$ cat src/rtl/tiny_alu_pkg.sv
// Shared definitions for the tiny ALU and the blocks that share it:
// opcode encoding, arbiter state encoding and opcode legality.
package tiny_alu_pkg;

    typedef enum logic [2:0] {
        NOP_OP = 3'd0,
        ADD_OP = 3'd1,
        AND_OP = 3'd2,
        XOR_OP = 3'd3,
        MUL_OP = 3'd4
    } tiny_alu_op_t;

    typedef enum logic [1:0] {
        ST_IDLE,
        ST_ISSUE,
        ST_WAIT,
        ST_RESP
    } tiny_alu_arb_state_t;

    localparam tiny_alu_op_t TINY_ALU_OP_MAX = MUL_OP;

    function automatic logic op_is_legal(input logic [2:0] op);
        return op <= TINY_ALU_OP_MAX;
    endfunction

endpackage

$ cat src/rtl/tiny_alu_rr_grant.sv
// Combinational round-robin picker: first set request strictly after
// last_grant_i, wrapping around. Reusable by any shared-resource arbiter.
module tiny_alu_rr_grant #(
    parameter int NUM_REQ = 4
) (
    input  logic [NUM_REQ-1:0]         req_i,
    input  logic [$clog2(NUM_REQ)-1:0] last_grant_i,
    output logic [NUM_REQ-1:0]         grant_o,
    output logic [$clog2(NUM_REQ)-1:0] grant_idx_o
);
    localparam int IDX_W = $clog2(NUM_REQ);

    int   w_cand;
    logic w_found;

    always_comb begin
        // NOTE: every output gets a default before the search so no path leaves it unassigned (no latch).
        grant_o     = '0;
        grant_idx_o = '0;
        w_found     = 1'b0;
        w_cand      = 0;
        for (int i = 1; i <= NUM_REQ; i++) begin
            w_cand = int'(last_grant_i) + i;
            if (w_cand >= NUM_REQ) begin
                w_cand = w_cand - NUM_REQ;
            end
            if (!w_found && req_i[w_cand]) begin
                w_found         = 1'b1;
                grant_o[w_cand] = 1'b1;
                grant_idx_o     = IDX_W'(w_cand);
            end
        end
    end

endmodule

$ cat src/rtl/tiny_alu_arbiter.sv
// Round-robin scheduler sharing one tiny ALU between NUM_REQ requesters:
// accept, issue, wait for done (with timeout), respond to the owner.
module tiny_alu_arbiter
    import tiny_alu_pkg::*;
#(
    parameter int NUM_REQ         = 4,
    parameter int INPUT_DATA_BITS = 8,
    parameter int TIMEOUT_CYCLES  = 4
) (
    input  logic                           clk_i,
    input  logic                           reset_n_i,
    input  logic [NUM_REQ-1:0]             req_valid_i,
    output logic [NUM_REQ-1:0]             req_ready_o,
    input  logic [NUM_REQ*3-1:0]           req_opcode_i,
    input  logic [NUM_REQ*INPUT_DATA_BITS-1:0] req_a_i,
    input  logic [NUM_REQ*INPUT_DATA_BITS-1:0] req_b_i,
    output logic [NUM_REQ-1:0]             rsp_valid_o,
    output logic [2*INPUT_DATA_BITS-1:0]   rsp_result_o,
    output logic                           rsp_error_o,
    output logic                           alu_start_o,
    output logic [2:0]                     alu_opcode_o,
    output logic [INPUT_DATA_BITS-1:0]     alu_a_o,
    output logic [INPUT_DATA_BITS-1:0]     alu_b_o,
    input  logic [2*INPUT_DATA_BITS-1:0]   alu_result_i,
    input  logic                           alu_done_i,
    output logic                           busy_o
);
    localparam int IDX_W = $clog2(NUM_REQ);
    localparam int CNT_W = $clog2(TIMEOUT_CYCLES) + 1;
    localparam int RES_W = 2 * INPUT_DATA_BITS;
    localparam int DW    = INPUT_DATA_BITS;

    tiny_alu_arb_state_t  r_state;
    logic [IDX_W-1:0]     r_owner;
    logic [IDX_W-1:0]     r_last_grant;
    logic [CNT_W-1:0]     r_wait_cnt;
    logic [RES_W-1:0]     r_result;
    logic                 r_error;
    logic [NUM_REQ-1:0]   r_rsp_valid;
    logic                 r_alu_start;
    logic [2:0]           r_alu_opcode;
    logic [DW-1:0]        r_alu_a;
    logic [DW-1:0]        r_alu_b;

    logic [NUM_REQ-1:0]   w_grant;
    logic [IDX_W-1:0]     w_grant_idx;
    logic                 w_accept;
    logic [2:0]           w_sel_op;
    logic [DW-1:0]        w_sel_a;
    logic [DW-1:0]        w_sel_b;

    tiny_alu_rr_grant #(
        .NUM_REQ(NUM_REQ)
    ) u_rr_grant (
        .req_i       (req_valid_i),
        .last_grant_i(r_last_grant),
        .grant_o     (w_grant),
        .grant_idx_o (w_grant_idx)
    );

    // Ready is held low while reset is asserted so every output reads 0 in reset.
    assign w_accept    = (r_state == ST_IDLE) && reset_n_i && (|req_valid_i);
    assign req_ready_o = w_accept ? w_grant : '0;

    assign w_sel_op = req_opcode_i[3*w_grant_idx +: 3];
    assign w_sel_a  = req_a_i[DW*w_grant_idx +: DW];
    assign w_sel_b  = req_b_i[DW*w_grant_idx +: DW];

    always_ff @(posedge clk_i or negedge reset_n_i) begin
        if (!reset_n_i) begin
            r_state      <= ST_IDLE;
            r_owner      <= '0;
            r_last_grant <= IDX_W'(NUM_REQ - 1);
            r_wait_cnt   <= '0;
            r_result     <= '0;
            r_error      <= 1'b0;
            r_rsp_valid  <= '0;
            r_alu_start  <= 1'b0;
            r_alu_opcode <= '0;
            r_alu_a      <= '0;
            r_alu_b      <= '0;
        end else begin
            // NOTE: non-blocking assignments; the defaults below are overridden later in the same block.
            r_alu_start  <= 1'b0;
            r_alu_opcode <= '0;
            r_alu_a      <= '0;
            r_alu_b      <= '0;
            r_rsp_valid  <= '0;
            unique case (r_state)
                ST_IDLE: begin
                    if (w_accept) begin
                        r_owner      <= w_grant_idx;
                        r_last_grant <= w_grant_idx;
                        if (op_is_legal(w_sel_op)) begin
                            r_alu_start  <= 1'b1;
                            r_alu_opcode <= w_sel_op;
                            r_alu_a      <= w_sel_a;
                            r_alu_b      <= w_sel_b;
                            r_state      <= ST_ISSUE;
                        end else begin
                            r_result    <= '0;
                            r_error     <= 1'b1;
                            r_rsp_valid <= NUM_REQ'(1) << w_grant_idx;
                            r_state     <= ST_RESP;
                        end
                    end
                end
                ST_ISSUE: begin
                    r_wait_cnt <= '0;
                    r_state    <= ST_WAIT;
                end
                ST_WAIT: begin
                    // Done is tested first so it wins over the last timeout cycle.
                    if (alu_done_i) begin
                        r_result    <= alu_result_i;
                        r_error     <= 1'b0;
                        r_rsp_valid <= NUM_REQ'(1) << r_owner;
                        r_state     <= ST_RESP;
                    end else if (r_wait_cnt == CNT_W'(TIMEOUT_CYCLES - 1)) begin
                        r_result    <= '0;
                        r_error     <= 1'b1;
                        r_rsp_valid <= NUM_REQ'(1) << r_owner;
                        r_state     <= ST_RESP;
                    end else begin
                        r_wait_cnt <= r_wait_cnt + 1'b1;
                    end
                end
                ST_RESP: begin
                    r_result <= '0;
                    r_error  <= 1'b0;
                    r_state  <= ST_IDLE;
                end
                default: r_state <= ST_IDLE;
            endcase
        end
    end

    assign rsp_valid_o  = r_rsp_valid;
    assign rsp_result_o = r_result;
    assign rsp_error_o  = r_error;
    assign alu_start_o  = r_alu_start;
    assign alu_opcode_o = r_alu_opcode;
    assign alu_a_o      = r_alu_a;
    assign alu_b_o      = r_alu_b;
    assign busy_o       = (r_state != ST_IDLE);

endmodule

$ cat config.mk
export PLATFORM = sky130hd
export DESIGN_NAME = tiny_alu_arbiter
export DESIGN_NICKNAME = d
export VERILOG_FILES = /design/src/rtl/tiny_alu_pkg.sv /design/src/rtl/tiny_alu_rr_grant.sv /design/src/rtl/tiny_alu_arbiter.sv
export SDC_FILE = /design/constraint.sdc
export NUM_CORES = 1
export LEC_CHECK = 0
export ABC_AREA = 1
export CAP_MARGIN = 10
export CORE_ASPECT_RATIO = 0.9
export CORE_MARGIN = 2
export CORE_UTILIZATION = 45
export DETAILED_ROUTE_END_ITERATION = 6
export GPL_TIMING_DRIVEN = 1
export HOLD_SLACK_MARGIN = 0.05
export PLACE_DENSITY = 0.93
export SLEW_MARGIN = 20
export SYNTH_ARGS = -nofsm -noshare
export SYNTH_HDL_FRONTEND = slang
export SYNTH_SLANG_ARGS = --single-unit
export TNS_END_PERCENT = 30
$ cat constraint.sdc
create_clock -name clk_i -period 4.19 [get_ports clk_i]
set_clock_uncertainty 0.15 [all_clocks]
set_input_delay 0.838 -clock clk_i [delete_from_list [all_inputs] [get_ports clk_i]]
set_output_delay 0.838 -clock clk_i [all_outputs]
set_load 0.02 [all_outputs]
# Word level (Yosys, flattened, before mapping)

Cells that the tools add are included.

Output and inout bits: 46
Memory bits (read-only): 0
Flip-flop bits (word level): 50
Memory bits (writable): 0
Input bits: 99
Word-level logic and storage cells: 143
Memories kept: 0
Latch bits: 0

Multiplexer cells: 71
Divide/modulo/power cells: 0
Reductions and logical operators: 21
Multipliers: 1
$lt $le $gt $ge: 13
Equal/unequal tests: 9
Shifts and indexed selects: 5
Add/sub/neg operators: 9
Bitwise operators: 3

Operators by type and width:

| operator                | number |
|---|---|
| $ge A32 B1 Y1 const B   | 4 |
| $ge A32 B4 Y1 const B   | 4 |
| $lt A32 B4 Y1 const B   | 4 |
| $mux W32                | 4 |
| $sub A32 B4 Y32 const B | 4 |
| $mux W16                | 4 |
| $shiftx A32 B6 Y8       | 2 |
| $mux W8                 | 6 |
| $pmux W16 S3            | 1 |
| $mux W4                 | 9 |
| $mux W1                 | 22 |
| $mux W2                 | 8 |
| $mux W3                 | 5 |
| $or A4 B4 Y4            | 3 |
| $shiftx A12 B5 Y3       | 1 |
| $logic_and A1 B1 Y1     | 9 |
| $bmux W1 S2             | 4 |
| $demux W1 S2            | 4 |
| $ne A2 B2 Y1 const B    | 4 |
| $pmux W2 S4             | 1 |
| $pmux W4 S2             | 1 |
| $shl A1 B2 Y4 const A   | 2 |
| $add A2 B2 Y3 const B   | 2 |
| $pmux W3 S2             | 1 |
| other kinds (18)        | 23 |

# Logic depth before layout (Yosys ltp)

Gate-level depths: netlist (run 1).

Depth after elaboration: 22
Gate-level depth with buffers: 20
Gate-level depth less buffers: 19

# Modules after synthesis

Synthesis (run 1) repeated with hierarchy kept, for this count alone.

Cell total of the unflattened synthesis: 414
Area total of the unflattened synthesis: 3,276.9 um^2

By module, submodules not included:

| module            | cells each | seq. area each (um^2) | instances | area each (um^2) |
|---|---|---|---|---|
| tiny_alu_arbiter  | 339        | 1,253.7               | 1         | 2,778.9 |
| tiny_alu_rr_grant | 75         | 0.0                   | 1         | 498.0 |

# Worst setup path after synthesis (run 1)

Ideal clock, no wire load.

Path type: flip-flop to output port
Start point: reg r_last_grant[0]
End point: out req_ready_o[2]
Stages on the path, launching flop included: 13
Arrival: 1.935 ns
Slack: 1.267 ns
Data required time: 3.202 ns
Buffers on the path: 0
Cells stage by stage: dfstp_2 inv_2 ha_1 inv_1 nand2_2 nand2_4 inv_2 nand3_1 inv_1 nand2_1 o21ai_0 nand2_1 inv_1

Cells in the longest elaborated chain, start to end: 17
Elaborated cells on any way between the ends: 65
Classes of those cells: add/sub: 8; order compare: 12; mux: 32; bitwise: 3; reduce/logical: 10

RTL lines:

| what                                                     | RTL line                | source |
|---|---|---|
| from (decl)                                              | tiny_alu_arbiter.sv:35  | `logic [IDX_W-1:0] r_last_grant;` |
| from (signal assigned)                                   | tiny_alu_arbiter.sv:73  | `r_last_grant <= IDX_W'(NUM_REQ - 1);` |
| from (signal assigned)                                   | tiny_alu_arbiter.sv:93  | `r_last_grant <= w_grant_idx;` |
| branches (longest 15 deep; another with $sub A32 B4 Y32) | --                      |  |
| $mux W4 *                                                | tiny_alu_rr_grant.sv:27 | `if (!w_found && req_i[w_cand]) begin` |
| $mux W4 *                                                | tiny_alu_arbiter.sv:63  | `assign req_ready_o = w_accept ? w_grant : '0;` |
| to (decl)                                                | tiny_alu_arbiter.sv:13  | `output logic [NUM_REQ-1:0] req_ready_o,` |

Mark *: on every way between the ends. The select of a mux whose other input is x is not followed.

# Worst setup path after layout (run 1)

Start point: in req_valid_i[2]
End point: out req_ready_o[2]

Cells in the longest elaborated chain, start to end: 14
Elaborated cells on any way between the ends: 31
Classes of those cells: mux: 20; bitwise: 3; reduce/logical: 8

RTL lines:

| what                                       | RTL line                | source |
|---|---|---|
| from (decl)                                | tiny_alu_arbiter.sv:12  | `input logic [NUM_REQ-1:0] req_valid_i,` |
| $bmux W1 S2                                | tiny_alu_rr_grant.sv:27 |  |
| $mux W1 (not written as such) (2 in a row) | tiny_alu_rr_grant.sv:27 |  |
| $mux W1                                    | tiny_alu_rr_grant.sv:27 |  |
| $logic_not A1 Y1                           | tiny_alu_rr_grant.sv:27 |  |
| $logic_and A1 B1 Y1                        | tiny_alu_rr_grant.sv:27 |  |
| $mux W1                                    | tiny_alu_rr_grant.sv:27 |  |
| $logic_not A1 Y1                           | tiny_alu_rr_grant.sv:27 |  |
| $logic_and A1 B1 Y1                        | tiny_alu_rr_grant.sv:27 |  |
| $mux W1                                    | tiny_alu_rr_grant.sv:27 |  |
| $logic_not A1 Y1                           | tiny_alu_rr_grant.sv:27 |  |
| $logic_and A1 B1 Y1                        | tiny_alu_rr_grant.sv:27 |  |
| $mux W4                                    | tiny_alu_rr_grant.sv:27 |  |
| $mux W4 *                                  | tiny_alu_arbiter.sv:63  |  |

Every way passes the cells marked *; elsewhere a longest branch is shown, timed or not. The select of a mux whose other input is x is not followed.

==> results of run 1 <==
==> metal layers <==
metal	vias to the layer above	wire, um	global-route usage (%)
met2	158	4600	41.3
li1	1621	-	-
met1	1515	3830	30.8
met4	0	161	4.85
met5	-	0	0
met3	17	685	5.81
==> cells by family (layout without fill, tap and decap cells) <==
| logic type | after synthesis | in the layout | share of synthesized area [%] |
|---|---|---|---|
| compound gates | 66 | 66 | 12.8 |
| fa+ha+maj | 12 | 12 | 4.92 |
| simple gates | 222 | 222 | 32.5 |
| flops | 50 | 50 | 41.1 |
| buf+inv | 65 | 215 | 8.70 |
==> synth_stat cells (all sizes together) <==
cell type / instances / area, sq um
buf: 7 / 47.5
nor3: 2 / 10.0
a22o: 1 / 8.76
nand3: 29 / 155
clkbuf: 3 / 11.3
nand2: 154 / 633
nand3b: 5 / 37.5
nand4: 1 / 12.5
a22oi: 21 / 158
inv: 52 / 195
ha: 12 / 150
a21oi: 23 / 115
o21ai: 19 / 95.1
nor2: 30 / 135
nor4: 1 / 6.26
dfrtp: 48 / 1200
clkinv: 3 / 11.3
a21boi: 1 / 7.51
a31oi: 1 / 6.26
dfstp: 2 / 52.6
==> final timing paths <==
path,depth (start not counted),to,slack (ns)
setup / recovery,13,req_ready_o[2],0.19
hold / removal,2,rsp_result_o[8],0.33
setup reg to reg,13,alu_a_o[2],0.95
hold reg to reg,2,rsp_result_o[8],0.33
max in group asynchronous,2,r_owner[0],2.97
min in group asynchronous,2,rsp_result_o[7],0.50
==> worst max-delay path: cells and delay by family <==
| family | cells | cell delay [ns] |
|---|---|---|
| buf+inv | 6 | 1.33 |
| compound gates | 1 | 0.22 |
| simple gates | 6 | 0.61 |
==> registers in the layout, summed over array words and instances, names as in the netlist <==
register / flops
rsp_valid_o: 4
r_last_grant: 2
r_state: 2
rsp_error_o: 1
alu_b_o: 8
alu_opcode_o: 3
r_owner: 2
rsp_result_o: 16
alu_a_o: 8
alu_start_o: 1
r_wait_cnt: 3
==> area by class of cell <==
| type | instances | area [sq um] | area share (%) |
|---|---|---|---|
| inverters | 55 | 206 | 4.39 |
| clock inverters | 2 | 12.5 | 0.266 |
| repair buffers | 152 | 1500 | 31.8 |
| clock buffers | 6 | 82.6 | 1.75 |
| flip-flops and latches | 50 | 1250 | 26.6 |
| multi-input cells | 300 | 1540 | 32.8 |
| well taps | 90 | 113 | 2.39 |
==> metrics by stage <==
step	setup WS [ns]	power [mW]	utilization [%]
2_1_floorplan	1.27	2.79	-
3_3_place_gp	0.364	3.56	69.7
3_5_place_dp	0.207	3.66	69.7
4_1_cts	0.0925	3.96	71.2
5_1_grt	0.0116	4.36	71.8
6_report	0.193	4.02	71.8
==> placed cells by master, fill, tap and decap left out <==
cell type and instances:
nand3_2 2, dfstp_2 2, a31oi_1 1, nand3b_1 5, inv_1 49, nor4_1 1, nand2_2 7, clkinv_2 1
nand4_2 1, nand3_1 27, ha_1 11, o21ai_0 18, nand2_1 142, clkdlybuf4s50_1 143, nor3_1 2, clkinv_1 3
a21oi_1 23, ha_4 1, nand2_4 5, nor2_1 27, o21ai_1 1, a21boi_0 1, dfrtp_1 48, clkinvlp_4 1
a22oi_1 21, buf_4 8, a22o_1 1, inv_2 3, nor2_4 3, buf_2 1, clkbuf_8 6
==> power groups by stage <==
stage | combinational (mW) | sequential (mW) | clock [mW]
finish | 2.96 | 0.771 | 0.289
global route | 3.25 | 0.793 | 0.312
CTS | 2.89 | 0.774 | 0.297
detailed placement | 2.88 | 0.782 | 0
global placement | 2.79 | 0.770 | 0
floorplan | 1.85 | 0.941 | 0
==> repair_timing <==
item / 4_1_cts / 5_1_grt
setup endpoints to repair: 0 / 2
hold buffers: 0 / 0
gates resized for setup: 0 / 1
setup buffers: 0 / 4
==> key figures, run 1 <==
Power and ir drop
  – Net switching power: around 2.2 mW
  – Comb pwr share: 73.6%
  – Clk pwr share: 7.2%
  – Internal power: approximately 1.8 mW
  – Sw Share: 54.2%
  – PD cells: 853 nW/um^2
  – Leakage: 2.34 nW
  – Seq pwr share: 19.2%
  – Worst VDD drop: 0.557 mV

Run status
  – Status: finished, final reports clean

Run
  – Max Cap Violations: 0

Clocking
  – H-tree depth: 2
  – Clock sinks: 50
  – Clk_lat worst skew: 0.30 ns
  – CTS buffer count: 5
  – Clock-pin slew on the worst setup and hold paths: 0.09 ns
  – Longest Clk Path Bufs: 2
  – Root Buffer: clkbuf_8
  – CTS tree: yes

STA
  – Final setup vio count: 0
  – Final Max Tran Viols: 0
  – Minimum clock period after layout: between 3 and 4 ns
  – Setup TNS: 0 ns
  – Fmax: 250 MHz
  – Fin. Hold Viols: 0
  – Worst relative slew slack: 58.2%
  – Final period util: 95.4%
  – Hold Slack: approximately 0.33 ns
  – Worst Tran Pin Value: 0.627 ns
  – RSZ-0062 raised after global routing: no

Finish
  – Fillers: between 500 and 600
  – Ant diodes: 0
  – Share of cells above drive strength 1: 7.26%
  – Cell Count, Final, Fillers Out: 655
  – Layout area overhead: 54.4%
  – # nets final: 675
  – Final instance area: approximately 4700 sq um

Yosys
  – Count of cell types in the netlist: 27
  – Seq/Total Area, Yosys: 41.1%
  – Post-synthesis cell area: 3050 sq um
  – Cells after synthesis: roughly 420
  – Syn Area/Cell: 7.35 sq um
  – Post-Syn Nets: approximately 530
  – Number of synthesized register bits: 50
  – Ys Warns: 0

Place
  – RePlAce Congestion: 0.898
  – Port buffer count: approximately 140
  – Post-detail-place hpwl: a little over 7 mm
  – Placed Area: 4570 sq um
  – Placed Instances: 643

Setup path
  – Worst Setup SP: req_valid_i[2]
  – Crit Path Max Fanout: 7
  – FF-to-FF Start: r_last_grant[1]
  – Setup CP Type: in2out
  – Crit-path max cell delay: 0.59 ns
  – Crit-path cells: clkdlybuf4s50_1 > inv_1 > nand2_1 > nand3_2 > nand2_4 > inv_2 > nand3_1 > inv_1 > nand2_1 > o21ai_0 > nand2_1 > inv_1 > clkdlybuf4s50_1
  – CP max stage cell: clkdlybuf4s50_1
  – Required time worst endpoint: 3.20 ns
  – Arr. time, crit path: 3.01 ns
  – CP startpoint kind: input port
  – Crit. End Element: primary output

Min path
  – HP Class: reg2reg
  – Hold Startpoint: rsp_result_o[8]

Die
  – Core area: 6550 sq um
  – Initial Utilization: a little under half
  – Die ar.: 7450 sq um
  – Die W: 90.8 um
  – Row cnt: 28
  – Io pins: 145
  – Die Ht: 82.1 um

Route
  – Vias/cell: 5.05
  – Drt total wl: 9.27 mm
  – DR vias: 3311
  – Wire per inst: 14.2 um
  – DR pass1 iterations: 5
  – Initial drt markers: between 150 and 200
  – Final ANT Viol Nets: 0
  – Drc violations: 0

Global route
  – Vias in the first global route: 2922
  – First-pass GRT wire length: around 14 mm
  – Tot GR Track Use: 23.8%
  – Largest net degree at the start of global routing: 51
  – Global route total overflow: 0
  – Initial antenna violation count: 0
No activity file was read; power rests on OpenSTA's default activity.
==> run 2: changes to the inputs <==
--- a/config.mk
+++ b/config.mk
@@ -7,7 +7,6 @@
 export LEC_CHECK = 0
 export ABC_AREA = 1
 export CAP_MARGIN = 10
-export CORE_ASPECT_RATIO = 0.9
 export CORE_MARGIN = 2
 export CORE_UTILIZATION = 45
 export DETAILED_ROUTE_END_ITERATION = 6
==> run 2 against run 1 <==
Compared with the run above:
- first-iteration DRC count decreased by 12%
- clock power grew 19%
- worst setup slack better by 0.025 ns
- wire length shrank 2.8%
- highest routed layer unchanged
==> key figures, run 2 (same netlist as run 1, synthesis figures left out) <==
Run status
  – Status: finished, final reports clean

Finish
  – Leading cell type in the layout, fill and taps excluded: clkdlybuf4s50_1
  – Layout area overhead: 53.7%
  – Fillers: 507
  – Share of cells above drive strength 1: under 10%
  – Commonest cells after routing, fill and taps aside: clkdlybuf4s50_1, nand2_1, inv_1
  – Ant diodes: 0
  – Max FFs per register: 16
  – # nets final: about 670
  – Final core occ: ~73%
  – Cell Count, Final, Fillers Out: 639

Clocking
  – CTS buffer count: 5
  – Root Buffer: clkbuf_8
  – Hold Buf Count CTS: 0
  – Clk_lat worst skew: around 0.3 ns
  – Longest Clk Path Bufs: 2
  – Clock-pin slew on the worst setup and hold paths: 0.09 ns
  – Clock sinks: 50
  – CTS tree: yes
  – H-tree depth: 2

Power and ir drop
  – Seq pwr share: a little under a fifth
  – Net switching power: 2.15 mW
  – Comb pwr share: 72.5%
  – Internal power: ~1.9 mW
  – Worst VDD drop: 0.659 mV
  – PD cells: 857 nW/um^2
  – Sw Share: 53.5%
  – Leakage: 2.33 nW
  – Clk pwr share: 8.5%

Route
  – Wire per inst: 14.1 um
  – Initial drt markers: approximately 130
  – Drt total wl: 9.01 mm
  – DR pass1 iterations: 5
  – Drc violations: 0
  – Final ANT Viol Nets: 0
  – DR vias: 3269
  – Vias/cell: 5.12

Global route
  – Tot GR Track Use: 24.0%
  – GRT met2 Usage: 42.0%
  – Initial antenna violation count: 0
  – Vias in the first global route: 3086
  – Largest net degree at the start of global routing: 51
  – Met1 Usage GRT: 30.1%
  – Met3 Usage GRT: 5.14%
  – Most Crowded Layer GR: met2
  – First-pass GRT wire length: 14.2 mm
  – Global route total overflow: 0

STA
  – Setup TNS: 0 ns
  – Worst relative slew slack: 58.6%
  – Final Max Tran Viols: 0
  – Minimum clock period after layout: about 4 ns
  – Final period util: roughly 95%
  – Fmax: 252 MHz
  – Final setup vio count: 0
  – Worst Tran Pin Value: 0.621 ns
  – Final worst slack: between 0.2 and 0.25 ns
  – Fin. Hold Viols: 0
  – RSZ-0062 raised after global routing: no

Die
  – Row cnt: 29
  – Die ar.: 7450 sq um
  – Core area: 6460 sq um
  – Io pins: roughly 150
  – Die W: 86.3 um
  – Initial Utilization: 47.2%
  – Die Ht: around 86 um

Place
  – Port buffer count: 144
  – Post-detail-place hpwl: slightly below 7 mm
  – RePlAce Congestion: 0.844
  – Setup slack at placement: 0.263 ns
  – Placed Instances: between 600 and 700

Setup path
  – Setup CP Type: reg2out
  – Crit Path Max Fanout: 8
  – R2R Setup Slk: 0.91 ns
  – Crit. End Element: primary output
  – CP startpoint kind: flop
  – Worst r2r path cells: 15
  – Arr. time, crit path: about 3.0 ns
  – Crit path to: req_ready_o[0]
  – Reg2reg end: alu_a_o[0]
  – Worst Setup SP: r_last_grant[1]
  – Required time worst endpoint: between 3 and 4 ns
  – FF-to-FF Start: r_last_grant[1]

Min path
  – HP Class: reg2reg

Run
  – Max Cap Violations: 0
## run 2: worst max-delay path, cell delays in order (launching register included)
cell and delay [ns]:
dfstp_2 0.62, inv_1 0.18, ha_4 0.33, inv_1 0.06, nand2_2 0.08, nand2_4 0.09
inv_2 0.07, nand3_1 0.13, inv_1 0.12, nand2_1 0.10, nor2_1 0.13, o21ai_0 0.10
inv_1 0.08, clkdlybuf4s50_1 0.59
## run 2: what timing repair did
item	in CTS	in global routing
hold endpoints to repair	0	0
gates resized for setup	0	1
setup endpoints to repair	0	2
buffers inserted	0	1
## run 2: metrics by stage
| step | total power, mW | cell area (sq um) | hold WS [ns] |
|---|---|---|---|
| 2_1_floorplan | 2.79 | 3050 | 0.303 |
| 3_3_place_gp | 3.56 | 4550 | 0.305 |
| 3_5_place_dp | 3.63 | 4550 | 0.312 |
| 4_1_cts | 3.98 | 4670 | 0.336 |
| 5_1_grt | 4.40 | 4690 | 0.363 |
| 6_report | 4.02 | 4690 | 0.336 |
## run 2: final cells by class
type	instances	area, sq um	area share [%]
Inverter	55	206	4.40
Timing Repair Buffer	149	1470	31.4
Multi-Input combinational cell	300	1540	32.9
Sequential cell	50	1250	26.7
Clock inverter	3	45.0	0.961
Tap cell	77	96.3	2.06
Clock buffer	5	68.8	1.47
## run 2: power groups by stage
stage / Combinational, mW / Sequential [mW] / Clock (mW)
floorplan: 1.85 / 0.941 / 0
global placement: 2.79 / 0.771 / 0
detailed placement: 2.85 / 0.780 / 0
CTS: 2.86 / 0.772 / 0.347
global route: 3.25 / 0.782 / 0.372
finish: 2.91 / 0.763 / 0.343
## run 2: worst min path at each step
stage | start | endpoint | slack, ns | cells past startpoint
2_1_floorplan | r_wait_cnt[2] | r_wait_cnt[2] | 0.30 | 2
3_3_place_gp | rsp_result_o[1] | rsp_result_o[1] | 0.30 | 2
3_5_place_dp | rsp_result_o[5] | rsp_result_o[5] | 0.31 | 2
4_1_cts | rsp_result_o[5] | rsp_result_o[5] | 0.34 | 2
5_1_grt | rsp_result_o[6] | rsp_result_o[6] | 0.36 | 2
6_report | rsp_result_o[1] | rsp_result_o[1] | 0.34 | 2
## run 2: metal layers
metal  vias to the layer above  part of all wire [%]  routed length [um]
li1                       1615                     -                   -
met1                      1507                    42                3770
met2                       137                    50                4480
met3                        10                   7.2                 649
met4                         0                   1.3                 114
met5                         -                     0                   0
